File: src/rtl/tlcd_bus_receiver.sv
// tlcd_bus_receiver: passive HD44780-style bus snooper keeping DDRAM/CGRAM shadows.
// Define TLCD_RX_FRAME_EN to build the frame-done pulse and frame counter.
module tlcd_bus_receiver #(
  parameter int SYNC_STAGES = 2,
  parameter int BUSY_CYCLES = 50
) (
  input  logic        CLK,
  input  logic        RST,
  input  logic        TLCD_E,
  input  logic        TLCD_RS,
  input  logic        TLCD_RW,
  input  logic [7:0]  TLCD_DATA,
  input  logic [4:0]  RD_ADDR,
  output logic [7:0]  RD_CHAR,
  input  logic [5:0]  CG_RD_ADDR,
  output logic [4:0]  CG_RD_DATA,
  output logic        WR_STROBE,
  output logic        WR_IS_DATA,
  output logic [7:0]  WR_BYTE,
  output logic [6:0]  CURSOR_ADDR,
  output logic        DISPLAY_ON,
  output logic        BUSY,
  output logic        OVERRUN,
  output logic        FRAME_DONE,
  output logic [15:0] FRAME_COUNT
);
  localparam int CW = $clog2(BUSY_CYCLES + 33);
  typedef enum logic [1:0] {IDLE, EXEC, CLEAR, HOLD} state_t;
  state_t state_q, state_d;
  logic [SYNC_STAGES-1:0][10:0] sync_q;
  logic [10:0] prev_q;
  logic [CW-1:0] cnt_q, cnt_d;
  logic [6:0] ac_q, ac_d, ac_inc, ac_dec;
  logic [5:0] cga_q, cga_d;
  logic id_q, id_d, cg_mode_q, cg_mode_d, disp_q, disp_d, ovr_q;
  logic wr_stb_q, wr_rs_q;
  logic [7:0] wr_byte_q, rd_char_q, dd_wd;
  logic [4:0] cg_rd_q, dd_wa, dd_idx;
  logic [7:0] dd_q [32];
  logic [4:0] cg_q [64];
  logic fall, edge_ok, accept, dd_we, cg_we, dd_hit;
  assign fall    = prev_q[10] & ~sync_q[SYNC_STAGES-1][10];
  assign edge_ok = fall & ~prev_q[8];
  assign accept  = edge_ok & (state_q == IDLE);
  assign dd_hit  = (ac_q[6:4] == 3'b000) || (ac_q[6:4] == 3'b100);
  assign dd_idx  = {ac_q[6], ac_q[3:0]};
  // The two visible lines are 0x00-0x27 and 0x40-0x67; stepping wraps between them.
  assign ac_inc  = (ac_q == 7'h27) ? 7'h40 : (ac_q == 7'h67) ? 7'h00 : ac_q + 7'd1;
  assign ac_dec  = (ac_q == 7'h40) ? 7'h27 : (ac_q == 7'h00) ? 7'h67 : ac_q - 7'd1;
  always_comb begin
    state_d   = state_q;
    cnt_d     = cnt_q;
    ac_d      = ac_q;
    cga_d     = cga_q;
    id_d      = id_q;
    cg_mode_d = cg_mode_q;
    disp_d    = disp_q;
    dd_we     = 1'b0;
    dd_wa     = dd_idx;
    dd_wd     = wr_byte_q;
    cg_we     = 1'b0;
    case (state_q)
      IDLE: state_d = accept ? EXEC : IDLE;
      EXEC: begin
        state_d = HOLD;
        cnt_d   = '0;
        if (wr_rs_q) begin
          if (cg_mode_q) begin
            cg_we = 1'b1;
            cga_d = id_q ? cga_q + 6'd1 : cga_q - 6'd1;
          end else begin
            dd_we = dd_hit;
            ac_d  = id_q ? ac_inc : ac_dec;
          end
        end else if (wr_byte_q[7]) begin
          ac_d      = wr_byte_q[6:0];
          cg_mode_d = 1'b0;
        end else if (wr_byte_q[6]) begin
          cga_d     = wr_byte_q[5:0];
          cg_mode_d = 1'b1;
        end else if (wr_byte_q[5:4] == 2'b00) begin
          if (wr_byte_q[3]) disp_d = wr_byte_q[2];
          else if (wr_byte_q[2]) id_d = wr_byte_q[1];
          else if (wr_byte_q[1]) begin
            ac_d      = '0;
            cg_mode_d = 1'b0;
          end else if (wr_byte_q[0]) begin
            ac_d      = '0;
            id_d      = 1'b1;
            cg_mode_d = 1'b0;
            state_d   = CLEAR;
          end
        end
      end
      CLEAR: begin
        dd_we   = 1'b1;
        dd_wa   = cnt_q[4:0];
        dd_wd   = 8'h20;
        cnt_d   = (cnt_q[4:0] == 5'd31) ? '0 : cnt_q + CW'(1);
        state_d = (cnt_q[4:0] == 5'd31) ? HOLD : CLEAR;
      end
      default: begin
        cnt_d   = cnt_q + CW'(1);
        state_d = (cnt_q == CW'(BUSY_CYCLES - 1)) ? IDLE : HOLD;
      end
    endcase
  end
  always_ff @(posedge CLK) begin
    if (RST) begin
      sync_q    <= '0;
      prev_q    <= '0;
      state_q   <= IDLE;
      cnt_q     <= '0;
      ac_q      <= '0;
      cga_q     <= '0;
      id_q      <= 1'b1;
      cg_mode_q <= 1'b0;
      disp_q    <= 1'b0;
      ovr_q     <= 1'b0;
      wr_stb_q  <= 1'b0;
      wr_rs_q   <= 1'b0;
      wr_byte_q <= '0;
      rd_char_q <= 8'h20;
      cg_rd_q   <= '0;
      for (int i = 0; i < 32; i++) dd_q[i] <= 8'h20;
      for (int i = 0; i < 64; i++) cg_q[i] <= '0;
    end else begin
      sync_q    <= {sync_q[SYNC_STAGES-2:0], {TLCD_E, TLCD_RS, TLCD_RW, TLCD_DATA}};
      prev_q    <= sync_q[SYNC_STAGES-1];
      state_q   <= state_d;
      cnt_q     <= cnt_d;
      ac_q      <= ac_d;
      cga_q     <= cga_d;
      id_q      <= id_d;
      cg_mode_q <= cg_mode_d;
      disp_q    <= disp_d;
      ovr_q     <= ovr_q | (edge_ok & (state_q != IDLE));
      wr_stb_q  <= accept;
      wr_rs_q   <= accept ? prev_q[9] : wr_rs_q;
      wr_byte_q <= accept ? prev_q[7:0] : wr_byte_q;
      rd_char_q <= dd_q[RD_ADDR];
      cg_rd_q   <= cg_q[CG_RD_ADDR];
      if (dd_we) dd_q[dd_wa] <= dd_wd;
      if (cg_we) cg_q[cga_q] <= wr_byte_q[4:0];
    end
  end
  assign RD_CHAR     = rd_char_q;
  assign CG_RD_DATA  = cg_rd_q;
  assign WR_STROBE   = wr_stb_q;
  assign WR_IS_DATA  = wr_rs_q;
  assign WR_BYTE     = wr_byte_q;
  assign CURSOR_ADDR = ac_q;
  assign DISPLAY_ON  = disp_q;
  assign BUSY        = state_q != IDLE;
  assign OVERRUN     = ovr_q;
`ifdef TLCD_RX_FRAME_EN
  logic frame_done_q, hit31;
  logic [15:0] frame_cnt_q;
  assign hit31 = (state_q == EXEC) & dd_we & (dd_wa == 5'd31);
  always_ff @(posedge CLK) begin
    if (RST) begin
      frame_done_q <= 1'b0;
      frame_cnt_q  <= '0;
    end else begin
      frame_done_q <= hit31;
      frame_cnt_q  <= hit31 ? frame_cnt_q + 16'd1 : frame_cnt_q;
    end
  end
  assign FRAME_DONE  = frame_done_q;
  assign FRAME_COUNT = frame_cnt_q;
`else
  assign FRAME_DONE  = 1'b0;
  assign FRAME_COUNT = '0;
`endif
endmodule

File: config.mk
export PLATFORM = sky130hd
export DESIGN_NAME = tlcd_bus_receiver
export DESIGN_NICKNAME = d
export VERILOG_FILES = /design/src/rtl/tlcd_bus_receiver.sv
export SDC_FILE = /design/constraint.sdc
export NUM_CORES = 1
export LEC_CHECK = 0
export CAP_MARGIN = 20
export CORE_ASPECT_RATIO = 0.5
export CORE_MARGIN = 3
export CORE_UTILIZATION = 32
export CTS_BUF_LIST = sky130_fd_sc_hd__clkbuf_8
export CTS_CLUSTER_SIZE = 14
export DETAILED_ROUTE_END_ITERATION = 10
export HOLD_SLACK_MARGIN = 0.08
export PLACE_DENSITY = 0.44
export SLEW_MARGIN = 30
export SYNTH_ARGS = -nofsm -noshare
export SYNTH_HDL_FRONTEND = slang
export SYNTH_SLANG_ARGS = --single-unit
export TNS_END_PERCENT = 1
File: constraint.sdc
create_clock -name CLK -period 4.4 [get_ports CLK]
set_input_delay 0.66 -clock CLK [delete_from_list [all_inputs] [get_ports CLK]]
set_output_delay 0.66 -clock CLK [all_outputs]
set_load 0.01 [all_outputs]
==> run summary <==
Initial core utilization - 0.327
Kind of critical path - flop to flop
WP buf/inv - 2
Initial antenna violation count - 2
Dpl hpwl - 52900 µm
Reg-to-reg critical path endpoint - dd_q[21][4]
Crit path max fanout - 35
Reg clk slew, reported paths - 70 ps
Pre-CTS WS - 959 ps
Max Cap Viol - 0
Setup violators final - 0
Dpl cell area - 31800 µm²
Vias in the first global route - 18498
Sw Ratio - 0.235
Fin. max-slew vios - 0
DR vias - 18214
Max VDD drop - 179 µV
Async S/R FF share, synth - 0
Period utilization - 0.786
Syn Area/Cell - 13.5 µm²
Area delta synth->final - 12.6%
CTS Hold Buffers Added - 0
Port buffer count - 56
Pwr Density - 384 nW/µm²
Antenna viol nets, final - 0
Reg power frac - 0.542
Run status - complete, no violations
Crit path DAT - 3860 ps
Worst Hold Endpoint - cga_q[0]
Final Non-Filler Cells - 3578
Die ar. - 97900 µm²
Highest-delay cell along the critical path - nor4b_2
R2R setup slack - 940 ps
Largest net degree at the start of global routing - 100
Total congestion overflow - 0
Nets - 2285
Yosys warning count - 0
Hold depth - 2
TritonCTS clock tree - yes
Worst min path class - primary input to flop
Combinational Power Share - 0.055
Setup WS post-layout - 941 ps
Setup crit start kind - flop
Register area share after synthesis - 0.630
# H-tree levels - 3
Synth Flop Type - edfxtp_1
Slowest stage delay, CP - 710 ps
CTS Root Buffer Type - clkbuf_8
Share of cells above drive strength 1 - 0.174
Clock tree sinks - 658
Placed cells - 3381
Standard-cell rows - 78
Die Span Y - 223 µm
FMAX - 289 MHz
Leakage - 11.8 nW
# IOs - 74
Total track usage - 0.174
Critical Path End Type - flop
Finished Cell Area - 33800 µm²
DRT iter0 DRCs - 1561
Later-pin clock latency in the skew report - 760 ps
Post-layout min period - 3460 ps
Max-slew headroom - 0.372
Internal Power - 9.93 mW
CP Cell Sequence - inv_1 > ha_2 > mux2i_2 > nor4b_2 > buf_4 > nand2_1 > nand2_1
Routability-driven placement congestion ratio - 0.759
Total negative slack - 0 ps
Hold_sp - RST
Share of power burned in the clock network - 0.403
FF-to-FF Start - state_q[0]
Max Buffers Root-to-Sink - 3
DR pass1 iterations - 5
Worst slew pin tran - 942 ps
Post-synth EDFFs - 576
Worst r2r path cells - 7
Remaining DRCs - 0
Setup bufs post-CTS - 0
Die X-Extent - 439 µm
First-pass GRT wire length - 127000 µm
Crit path max-delay family - simple AND/OR/NAND/NOR gates
Unrepaired setup endpoints after global routing - false
Most frequent CP cell - nand2_1
Worst Skew - 30.7 ps
Sw power - 3.05 mW
Cells after Synth - 2230
Distinct cell type count after synthesis - 70
Register bit total from synthesis - 658
Routed len/inst - 23.7 µm
TritonCTS Buffers - 103
Required @ worst endpoint - 4800 ps
Cell area after synthesis - 30100 µm²
Hold violation count in the final report - 0
Total wire length - 84700 µm
Core area - 91800 µm²
Via density - 5.09
Resized Gates After CTS - 0
-- power groups by stage --
stage          clock network, mW  logic [mW]  registers (mW)
5_1_grt                     5.66       0.761            7.06
3_3_place_gp                   0       0.720            7.18
4_1_cts                     5.41       0.722            7.04
2_1_floorplan                  0       0.486            7.13
3_5_place_dp                   0       0.721            7.17
6_report                    5.23       0.708            7.04
-- placed cells by master (no fill, tap or decap), types with 24 or more instances in the layout --
cell / count
clkbuf_8: 118
or3_1: 37
a21oi_1: 33
nor2b_1: 44
o21ai_0: 78
nor2_1: 311
nand2_1: 113
inv_1: 50
clkdlybuf4s50_1: 49
and3_1: 135
clkinv_1: 24
and2_1: 143
dfxtp_1: 78
nor3_1: 67
buf_4: 52
edfxtp_1: 576
mux4_2: 159
-- cell type report --
type                    instances  area, µm²
fillers                      8780      58000
flip-flops and latches        658      18900
well taps                    1240       1550
clock inverters                76        412
clock buffers                 118       1620
repair buffers                110        992
multi-input cells            1357      10200
diodes                          3       7.51
inverters                      16       61.3
-- routing by layer --
layer | track usage | vias up | share of wire
met5 | 0 | - | 0
met4 | 0.0442 | 0 | 0.019
met3 | 0.0266 | 112 | 0.041
met2 | 0.276 | 402 | 0.47
met1 | 0.249 | 9397 | 0.47
li1 | - | 8303 | -
-- cells in the mapped netlist, drive strengths merged, types with 33 or more instances --
cell    instances  area (µm²)
nor2          311        1170
or3            37         231
edfxtp        576       17300
and3          135         845
o21ai          80         400
mux4          159        3580
clkbuf        158         593
and2          143         895
dfxtp          82        1640
nand2         129         524
nor3           71         367
buf            57         338
nor2b          44         275
a21oi          33         165
-- worst max-delay path by stage --
stage / from / to / cells after the start / slack [ps]
finish: state_q[0] / dd_q[21][4] / 7 / 940
global route: state_q[0] / dd_q[21][4] / 8 / 680
CTS: state_q[0] / dd_q[9][5] / 7 / 910
detailed placement: state_q[0] / dd_q[9][3] / 7 / 960
global placement: state_q[0] / dd_q[22][5] / 6 / 970
floorplan: RD_ADDR[0] / RD_CHAR[1] / 5 / 1910
-- per-stage QoR --
step	hold slack [ps]	total power [mW]	util
3_5_place_dp	423	7.89	0.346
3_3_place_gp	419	7.90	0.346
6_report	422	13.0	0.368
2_1_floorplan	414	7.61	-
4_1_cts	338	13.2	0.368
5_1_grt	384	13.5	0.368
-- registers in the layout (all words and copies together), names as in the netlist --
name and flops:
WR_IS_DATA 1, cnt_q 7, cg_q 320, id_q 1, sync_q 22, prev_q 11
WR_BYTE 8, dd_q 256, WR_STROBE 1, CURSOR_ADDR 7, OVERRUN 1, state_q 2
cg_mode_q 1, RD_CHAR 8, cga_q 6, CG_RD_DATA 5, DISPLAY_ON 1
-- cell families after synthesis --
| logic type | Yosys count | synth area share |
|---|---|---|
| AND/OR/NAND/NOR | 945 | 0.162 |
| XOR/XNOR | 14 | 0.00408 |
| flip-flops | 658 | 0.630 |
| other | 1 | 0.000125 |
| adder cells (fa/ha/maj) | 15 | 0.00649 |
| AO/OA/AOI/OAI | 187 | 0.0386 |
| multiplexers | 179 | 0.126 |
| buffers and inverters | 231 | 0.0330 |
Note: power is estimated with default switching activity, not from simulation.
